File: config.mk
export PLATFORM = sky130hd
export DESIGN_NAME = gate_cmd_sequencer
export DESIGN_NICKNAME = d
export VERILOG_FILES = /design/src/rtl/gate_pkg.sv /design/src/rtl/gate_cmd_sequencer_shoot_sync.sv /design/src/rtl/gate_cmd_sequencer.sv
export SDC_FILE = /design/constraint.sdc
export NUM_CORES = 1
export LEC_CHECK = 0
export CORE_MARGIN = 2
export CORE_UTILIZATION = 50
export DETAILED_ROUTE_END_ITERATION = 10
export GPL_TIMING_DRIVEN = 0
export MAX_ROUTING_LAYER = met4
export PLACE_DENSITY = 0.73
export SKIP_CTS_REPAIR_TIMING = 1
export SLEW_MARGIN = 20
export SYNTH_ARGS = -nofsm -noshare
export SYNTH_HDL_FRONTEND = slang
export SYNTH_HIERARCHICAL = 1
export SYNTH_SLANG_ARGS = --single-unit
File: constraint.sdc
create_clock -name clk -period 2.4 [get_ports clk]
set_input_delay 0.36 -clock clk [delete_from_list [all_inputs] [get_ports clk]]
set_output_delay 0.36 -clock clk [all_outputs]
set_load 0.005 [all_outputs]
File: src/rtl/gate_pkg.sv
// Shared types and constants for the gate command sequencer: command codes,
// the six-step sector-to-gates table, the byte check function and FSM states.
package gate_pkg;

  typedef enum logic [1:0] {
    CMD_OFF    = 2'b00,
    CMD_SECTOR = 2'b01,
    CMD_KILL   = 2'b10,
    CMD_INV    = 2'b11
  } cmd_e;

  typedef enum logic {
    HOLD = 1'b0,
    DEAD = 1'b1
  } state_e;

  // Gate bit order is {g3_b,g3_a,g2_b,g2_a,g1_b,g1_a}; entry [k] is sector k.
  localparam logic [5:0][5:0] SECTOR_GATES = {
    6'b011000,  // 5: g3_a + g2_b
    6'b010010,  // 4: g3_a + g1_b
    6'b000110,  // 3: g2_a + g1_b
    6'b100100,  // 2: g2_a + g3_b
    6'b100001,  // 1: g1_a + g3_b
    6'b001001   // 0: g1_a + g2_b
  };

  // Byte layout is {d[4:0], c[2:0]}; detect-only check, no correction.
  function automatic logic ecc_ok(input logic [7:0] b);
    logic [4:0] d;
    logic [2:0] c;
    d = b[7:3];
    c = b[2:0];
    return c == {d[1] ^ d[2] ^ d[3] ^ d[4], d[0] ^ d[2] ^ d[4], d[0] ^ d[1] ^ d[3]};
  endfunction

endpackage

File: src/rtl/gate_cmd_sequencer_shoot_sync.sv
// Two-flop synchronizer for the asynchronous shoot line plus a one-cycle
// rising-edge pulse taken from the synchronized level.
module shoot_sync (
  input  logic clk,
  input  logic reset,
  input  logic shoot,
  output logic rise
);

  logic meta_q, sync_q, sync_d_q;

  always_ff @(posedge clk or posedge reset) begin
    if (reset) begin
      meta_q   <= 1'b0;
      sync_q   <= 1'b0;
      sync_d_q <= 1'b0;
    end else begin
      meta_q   <= shoot;
      sync_q   <= meta_q;
      sync_d_q <= sync_q;
    end
  end

  assign rise = sync_q & ~sync_d_q;

endmodule

File: src/rtl/gate_cmd_sequencer.sv
// Checks received gate command bytes, holds the decoded pattern as pending and
// applies it on a shoot edge behind an all-off dead time.
// Optional watchdog forcing gates off after inactivity: define GATE_WATCHDOG_EN.
module gate_cmd_sequencer
  import gate_pkg::*;
#(
  parameter int DEAD_CYCLES = 48,
`ifdef GATE_WATCHDOG_EN
  parameter int WDT_CYCLES  = 480000,
`endif
  parameter int CNT_W       = 8
) (
  input  logic             clk,
  input  logic             reset,
  input  logic [7:0]       rx_data,
  input  logic             rx_done,
  input  logic             parity_error,
  input  logic             shoot,
  output logic [5:0]       gates,
  output logic             pending_valid,
  output logic             busy,
  output logic             cmd_err,
  output logic [CNT_W-1:0] err_cnt
);

  localparam int DEAD_W = $clog2(DEAD_CYCLES + 1);

  function automatic logic [CNT_W-1:0] sat_inc(input logic [CNT_W-1:0] v);
    return (&v) ? v : v + 1'b1;
  endfunction

  logic              rise;
  logic              wdt_fire;
  state_e            state, state_n;
  logic [5:0]        current, current_n, target, target_n, pend_pat, pend_pat_n;
  logic [5:0]        gates_n;
  logic              pend_vld_n, busy_n, cmd_err_n;
  logic [CNT_W-1:0]  err_cnt_n;
  logic [DEAD_W-1:0] dead_cnt, dead_cnt_n;

  shoot_sync u_shoot_sync (
    .clk   (clk),
    .reset (reset),
    .shoot (shoot),
    .rise  (rise)
  );

  // p0: byte decode
  cmd_e       cmd_p0;
  logic [2:0] sec_p0;
  logic [5:0] load_pat_p0;
  logic       bad_cmd_p0, rej_p0, kill_p0;

  assign cmd_p0 = cmd_e'(rx_data[7:6]);
  assign sec_p0 = rx_data[5:3];

  always_comb begin
    load_pat_p0 = '0;
    bad_cmd_p0  = 1'b0;
    case (cmd_p0)
      CMD_OFF:    load_pat_p0 = '0;
      CMD_SECTOR: begin
        if (sec_p0 < 3'd6) load_pat_p0 = SECTOR_GATES[sec_p0];
        else               bad_cmd_p0  = 1'b1;
      end
      CMD_KILL:   load_pat_p0 = '0;
      default:    bad_cmd_p0  = 1'b1;
    endcase
  end

  assign rej_p0  = parity_error | ~ecc_ok(rx_data) | bad_cmd_p0;
  assign kill_p0 = (cmd_p0 == CMD_KILL) & ~rej_p0;

`ifdef GATE_WATCHDOG_EN
  localparam int WDT_W = $clog2(WDT_CYCLES + 1);
  logic [WDT_W-1:0] wdt_cnt;

  always_ff @(posedge clk or posedge reset) begin
    if (reset)                        wdt_cnt <= '0;
    else if (rise || (rx_done && kill_p0)) wdt_cnt <= WDT_W'(WDT_CYCLES);
    else if (wdt_cnt != '0)           wdt_cnt <= wdt_cnt - 1'b1;
  end

  // A shoot edge in the same cycle wins so the edge handling is not torn apart.
  assign wdt_fire = (state == HOLD) && (wdt_cnt == '0) && (current != '0) && !rise;
`else
  assign wdt_fire = 1'b0;
`endif

  // Order matters: shoot consumes the old pending before a same-cycle byte lands.
  always_comb begin
    state_n    = state;
    gates_n    = gates;
    current_n  = current;
    target_n   = target;
    pend_pat_n = pend_pat;
    pend_vld_n = pending_valid;
    busy_n     = busy;
    dead_cnt_n = dead_cnt;
    cmd_err_n  = 1'b0;
    err_cnt_n  = err_cnt;

    if (state == HOLD) begin
      if (rise && pending_valid) begin
        pend_vld_n = 1'b0;
        if (pend_pat != current) begin
          gates_n    = '0;
          busy_n     = 1'b1;
          dead_cnt_n = DEAD_W'(DEAD_CYCLES);
          target_n   = pend_pat;
          state_n    = DEAD;
        end
      end
    end else begin
      if (dead_cnt == DEAD_W'(1)) begin
        gates_n   = target;
        current_n = target;
        busy_n    = 1'b0;
        state_n   = HOLD;
      end else begin
        dead_cnt_n = dead_cnt - DEAD_W'(1);
      end
    end

    if (wdt_fire) begin
      gates_n    = '0;
      current_n  = '0;
      pend_vld_n = 1'b0;
      cmd_err_n  = 1'b1;
    end

    if (rx_done) begin
      if (rej_p0) begin
        cmd_err_n = 1'b1;
        err_cnt_n = sat_inc(err_cnt);
      end else if (kill_p0) begin
        gates_n    = '0;
        current_n  = '0;
        pend_vld_n = 1'b0;
        busy_n     = 1'b0;
        dead_cnt_n = '0;
        state_n    = HOLD;
      end else begin
        pend_pat_n = load_pat_p0;
        pend_vld_n = 1'b1;
      end
    end
  end

  // p1: registered state and outputs
  always_ff @(posedge clk or posedge reset) begin
    if (reset) begin
      state         <= HOLD;
      gates         <= '0;
      current       <= '0;
      target        <= '0;
      pend_pat      <= '0;
      pending_valid <= 1'b0;
      busy          <= 1'b0;
      dead_cnt      <= '0;
      cmd_err       <= 1'b0;
      err_cnt       <= '0;
    end else begin
      state         <= state_n;
      gates         <= gates_n;
      current       <= current_n;
      target        <= target_n;
      pend_pat      <= pend_pat_n;
      pending_valid <= pend_vld_n;
      busy          <= busy_n;
      dead_cnt      <= dead_cnt_n;
      cmd_err       <= cmd_err_n;
      err_cnt       <= err_cnt_n;
    end
  end

endmodule

* Word level (Yosys, flattened, before mapping)
Memory sizes are Yosys's and may differ from the RTL's.
Cells that the tools add are included.
** Storage, ports and cells
- Flip-flop bits (word level) :: 45
- Word-level logic and storage cells :: 92
- Memories kept :: 1
- RAM bits :: 0
- Latch bits :: 0
- Bits in read-only memories :: 48
** Memory list
- (name not given) :: words 8, width 6, read ports 1, clocked after memory_dff 0, wr ports 0, line gate_cmd_sequencer.sv:63 : if (sec_p0 < 3'd6) load_pat_p0 = SECTOR_GATES[sec_p0];
** Operators by class
- Bitwise operators :: 17
- Equal/unequal tests :: 5
- Muxes and demuxes :: 45
- Multipliers :: 0
- Reduce and logical (&&, ||, !) cells :: 7
- Shift operators :: 0
- Divide/modulo/power cells :: 0
- Add/sub/neg operators :: 2
- $lt $le $gt $ge :: 2
** Operator list (count)
- 6-bit 2-to-1 mux :: 22
- 1-bit 2-to-1 mux :: 22
- 3-bit AND reduction :: 3
- 8-bit by 1-bit adder with 8-bit output, second input constant :: 1
- 8-bit AND reduction :: 1
- 1-bit XOR :: 7
- 6-bit by 1-bit == test with 1-bit output, second input constant :: 1
- 6-bit inequality test :: 1
- 1-bit inverter :: 6
- 6-bit by 1-bit subtractor with 6-bit output, second input constant :: 1
- 3-bit by 4-bit < comparator with 1-bit output, second input constant :: 1
- 3-bit == test :: 1
- 3-bit < comparator, second input constant :: 1
- 1-bit bitwise AND :: 2
- 2-bit by 1-bit == test with 1-bit output, second input constant :: 1
- 2-bit == test, second input constant :: 1
- 2-bit logical NOT :: 1
- 1-bit bitwise OR :: 2
- 1-bit case mux with 2 select lines :: 1
- 2-bit OR reduction :: 1
- 1-bit logical AND :: 1

* Longest topological paths before layout
- Depth in word-level cells :: 12
- Gate-level depth with buffers :: 8

* By module
The synthesis kept the hierarchy.
** Modules (own cells, without submodules)
- gate_cmd_sequencer :: cells an instance 201, times used 1, area each 2168.3 sq um
- shoot_sync :: cells an instance 5, times used 1, area each 92.6 sq um

* Least setup slack after synthesis
Ideal clock, no wire load.
- Path type :: in2reg
- Start :: input port rx_data[5]
- End :: register pend_pat[1]
- Buffers on the path :: 1
- Data required time :: 2.275 ns
- Setup time :: 0.125 ns
- Setup slack :: 0.008 ns
- Stages :: 8
- Data arrival time :: 2.267 ns
- Cell sequence :: inv_1 > ha_1 > xor3_1 > or2_1 > a2111oi_4 > buf_6 > nand3_4 > mux2_4
** Between the ends
- Longest elaborated chain between the ends :: 11
- Elaborated cells on any way between the ends :: 20
** Ends and longest elaborated chain
- from (decl) :: line gate_cmd_sequencer.sv:15 : input logic [7:0] rx_data,
- 1-bit XOR (3 in a row) :: line gate_pkg.sv:33 : return c == {d[1] ^ d[2] ^ d[3] ^ d[4], d[0] ^ d[2] ^ d[4], d[0] ^ d[1] ^ d[3]};
- 3-bit == test :: line gate_pkg.sv:33
- 1-bit inverter :: line gate_cmd_sequencer.sv:71 : assign rej_p0 = parity_error | ~ecc_ok(rx_data) | bad_cmd_p0;
- 1-bit bitwise OR (2 in a row) :: line gate_cmd_sequencer.sv:71
- 1-bit inverter (no line)
- 1-bit bitwise AND :: line gate_cmd_sequencer.sv:72 : assign kill_p0 = (cmd_p0 == CMD_KILL) & ~rej_p0;
- 1-bit inverter (no line)
- 3-bit AND reduction (no line)
- to (signal assigned) :: line gate_cmd_sequencer.sv:168 : pend_pat <= pend_pat_n;
- to (decl) :: line gate_cmd_sequencer.sv:35 : logic [5:0] current, current_n, target, target_n, pend_pat, pend_pat_n;
Several ways; a longest one is shown, not always the timed one. The select of a mux whose other input is x is not followed.
A chain may end at the register's enable or synchronous reset.

* Final worst setup path
- Start :: input port rx_data[2]
- End :: register pend_pat[5]
** Between the ends
- Longest elaborated chain between the ends :: 8
** Ends and longest elaborated chain (line)
- 3-bit == test (*) :: gate_pkg.sv:33
- 1-bit inverter (*) :: gate_cmd_sequencer.sv:71
- 1-bit bitwise OR (*) (2 in a row) :: gate_cmd_sequencer.sv:71
- 1-bit inverter (no line) (*)
- 1-bit bitwise AND :: gate_cmd_sequencer.sv:72
- 1-bit inverter (no line)
- 3-bit AND reduction (no line) (*)
Mark *: on every way between the ends. The rest lies on a longest branch, timed or not.

==> results.py <==
metrics = {
    "status": {
        "status": "finished, final reports clean",
    },
    "floorplanning": {
        "start_util_pct": 51.93,
        "io_pins": 30,
        "fp.dieH_um": 71.25,
        "row_count": 24,
        "die_x_um": 71.25,
        "core-area_um2": 4354,
        "die-area_um2": 5076,
    },
    "clocking": {
        "ctsHtreeMaxLevel": 2,
        "path_clk_slew_ns": 0.08,
        "clock_sinks": 45,
        "clock_latency_ns": 0.30,
        "root_buffer": "clkbuf_8",
        "numCtsBuffers": 5,
        "cts_tree": "done",
        "clock_tree.buffer_depth": 2,
    },
    "detailed_routing": {
        "detail-route-antenna-nets": 0,
        "drt_wl_total_um": 4445,
        "drtIter0Drc": 80,
        "vias": 1638,
        "wl_per_cell_um": 14.77,
        "vias_per_cell": 5.442,
        "first_pass_iters": 4,
        "drc": 0,
    },
    "synthesis": {
        "synth_area_um2": 2261,
        "postSynthAreaPerCell_um2": 10.98,
        "yosysSeqAreaShare_pct": 49.81,
        "syn_nets": 228,
        "synth_area_leaders": "dfrtp_1 50%, ha_1 5.0%, xor2_1 4.3%, nand2_1 3.8%, xnor2_1 3.5%",
        "synth_common_cells": "45 x dfrtp_1, 23 x nand2_1, 17 x nor2_1",
        "ys_warn_count": 6,
        "yosysMostFrequentCell": "dfrtp_1",
        "async_reset_ff_share_pct": 100.0,
        "synth_cells": 206,
        "yosysUniqueCellTypes": 43,
        "synth-edff-count": 0,
        "ys_ff_latch": 45,
        "yosys_most_used_dff": "dfrtp_1",
        "synth_top_cell_by_area": "dfrtp_1",
        "synth_top_area_share_pct": 49.81,
    },
    "sta": {
        "drv_slew": 0,
        "clock.fmax_ghz": 0.4313,
        "hold_viol_final": 0,
        "worstMarginPinSlew_ns": 0.5071,
        "fin_crit_sh_pct": 96.60,
        "rsz0062_at_grt": "no",
        "relSlewSlack_pct": 65.96,
        "fin_worst_skew_ns": 0.006173,
        "holdWs_ns": 0.2593,
        "finalCriticalPeriod_ns": 2.319,
        "setup_slack_ns": 0.08149,
        "setup-violations-final": 0,
    },
    "global_routing": {
        "grt_overflow": 0,
        "grt_use_total_pct": 19.74,
        "antenna_found_initial": 0,
        "grt_max_degree": 28,
        "grt_pass1_wl_um": 7617,
        "grt_pass1_vias": 1634,
    },
    "hold_path": {
        "hp-class": "in2async",
    },
    "pwr": {
        "ir_worst_vdd_mv": 0.4950,
        "leakagePower_nw": 1.326,
        "power.density_nw_per_um2": 966.0,
    },
    "critical_path": {
        "endpoint_kind": "flop",
        "cp_slowest_cell": "clkdlybuf4s50_1",
        "path_class": "in2reg",
        "critical_path_arrival_ns": 2.50,
        "worstPathCellList": "clkdlybuf4s50_1 -> xor3_1 -> or2_1 -> a2111oi_4 -> buf_6 -> nand3_4 -> mux2_4",
        "critical-path-top-delay-family": "buffers and inverters",
        "max_stage_delay_ns": 0.47,
        "cp_max_fo": 7,
        "cp-start-kind": "input port",
        "crit_required_ns": 2.58,
        "crit_buf_inv": 2,
    },
    "place": {
        "hpwlAfterDp_um": 3092,
        "pre_cts_slack_ns": -0.8031,
        "dp_cells": 288,
        "port_buffers": 29,
        "globalplace.congestion": 0.8312,
        "placed_cell_area_um2": 2636,
    },
    "cells_and_area": {
        "num_antenna_cells": 0,
        "layout-drive-gt1-share_pct": 14.06,
        "final_area_um2": 2756,
        "syn_to_final_growth_pct": 21.91,
        "multi_input_area_um2": 1065,
        "num-fill-cells": 364,
        "finalNonFillerCells": 301,
        "ff_latch_area_um2": 1126,
        "final_nets": 270,
    },
    "run": {
        "cap_violations": 0,
    },
}
==> flip-flops by register name (all words and copies together), names as in the netlist, 6 cells and up <==
register and flops:
current 6, dead_cnt 6, err_cnt 8, gates 6, pend_pat 6, target 6
==> layout by cell type (no fill, tap or decap), types with 4 or more instances in the layout <==
cell type and n:
nand3_1 8, clkdlybuf4s50_1 24, dfrtp_1 45, buf_4 4, mux2_2 6, ha_1 9, xor2_1 11, nor2_1 17
inv_1 7, clkbuf_1 5, xnor2_1 9, clkbuf_8 5, nor3_1 7, a2bb2oi_1 7, a21oi_1 9, nand2_1 23
==> power by group <==
group          internal, mW  switching, mW  leakage, nW  total [mW]
clock network         0.202          0.246       0.0450       0.447
logic                 0.563          0.409        0.710       0.972
registers              1.02          0.228        0.571        1.24
total                  1.78          0.882         1.33        2.66
==> final timing paths <==
check,startpoint,end,slack (ns),cells after the start
setup / recovery,rx_data[2],pend_pat[5]$_DFFE_PP0P_,0.08,7
hold / removal,reset,u_shoot_sync/meta_q$_DFF_PP0_,0.26,2
setup reg to reg,state$_DFF_PP0_,dead_cnt[3]$_DFF_PP0_,0.34,6
hold reg to reg,u_shoot_sync/meta_q$_DFF_PP0_,u_shoot_sync/sync_q$_DFF_PP0_,0.37,0
max in group asynchronous,reset,err_cnt[2]$_DFFE_PP0P_,1.57,3
min in group clk,u_shoot_sync/meta_q$_DFF_PP0_,u_shoot_sync/sync_q$_DFF_PP0_,0.37,0
==> cells by family after synthesis <==
kind of cell	synth area share (%)
fa+ha+maj	4.981
compound gates	9.353
xor+xnor	8.799
buf+inv	3.099
flops	49.81
simple gates	17.60
mux	6.364
==> cell type report <==
type	instances	share of cell area (%)
Buffer	7	1.407
Clock buffer	6	2.633
Clock inverter	2	0.3631
Inverter	9	1.226
Multi-Input combinational cell	145	38.63
Sequential cell	45	40.85
Tap cell	52	2.360
Timing Repair Buffer	35	12.53
==> through the flow <==
step	utilization [%]	power, mW	setup TNS [ns]
detailed placement	60.55	2.221	-24.83
global placement	60.09	2.186	-24.37
finish	63.30	2.663	0
floorplan	-	1.813	0
CTS	62.44	2.679	-13.37
global route	63.30	2.879	0
==> per-layer routing <==
layer / share of wire [%] / routed length, um / vias up / global-route usage (%)
met4: 1.2 / 54 / 0 / 5.031
li1: - / - / 793 / -
met3: 4.1 / 183 / 7 / 5.907
met5: 0 / 0 / - / -
met2: 48 / 2141 / 31 / 30.25
met1: 46 / 2066 / 807 / 25.93
Power figures use the tool's default switching activity.
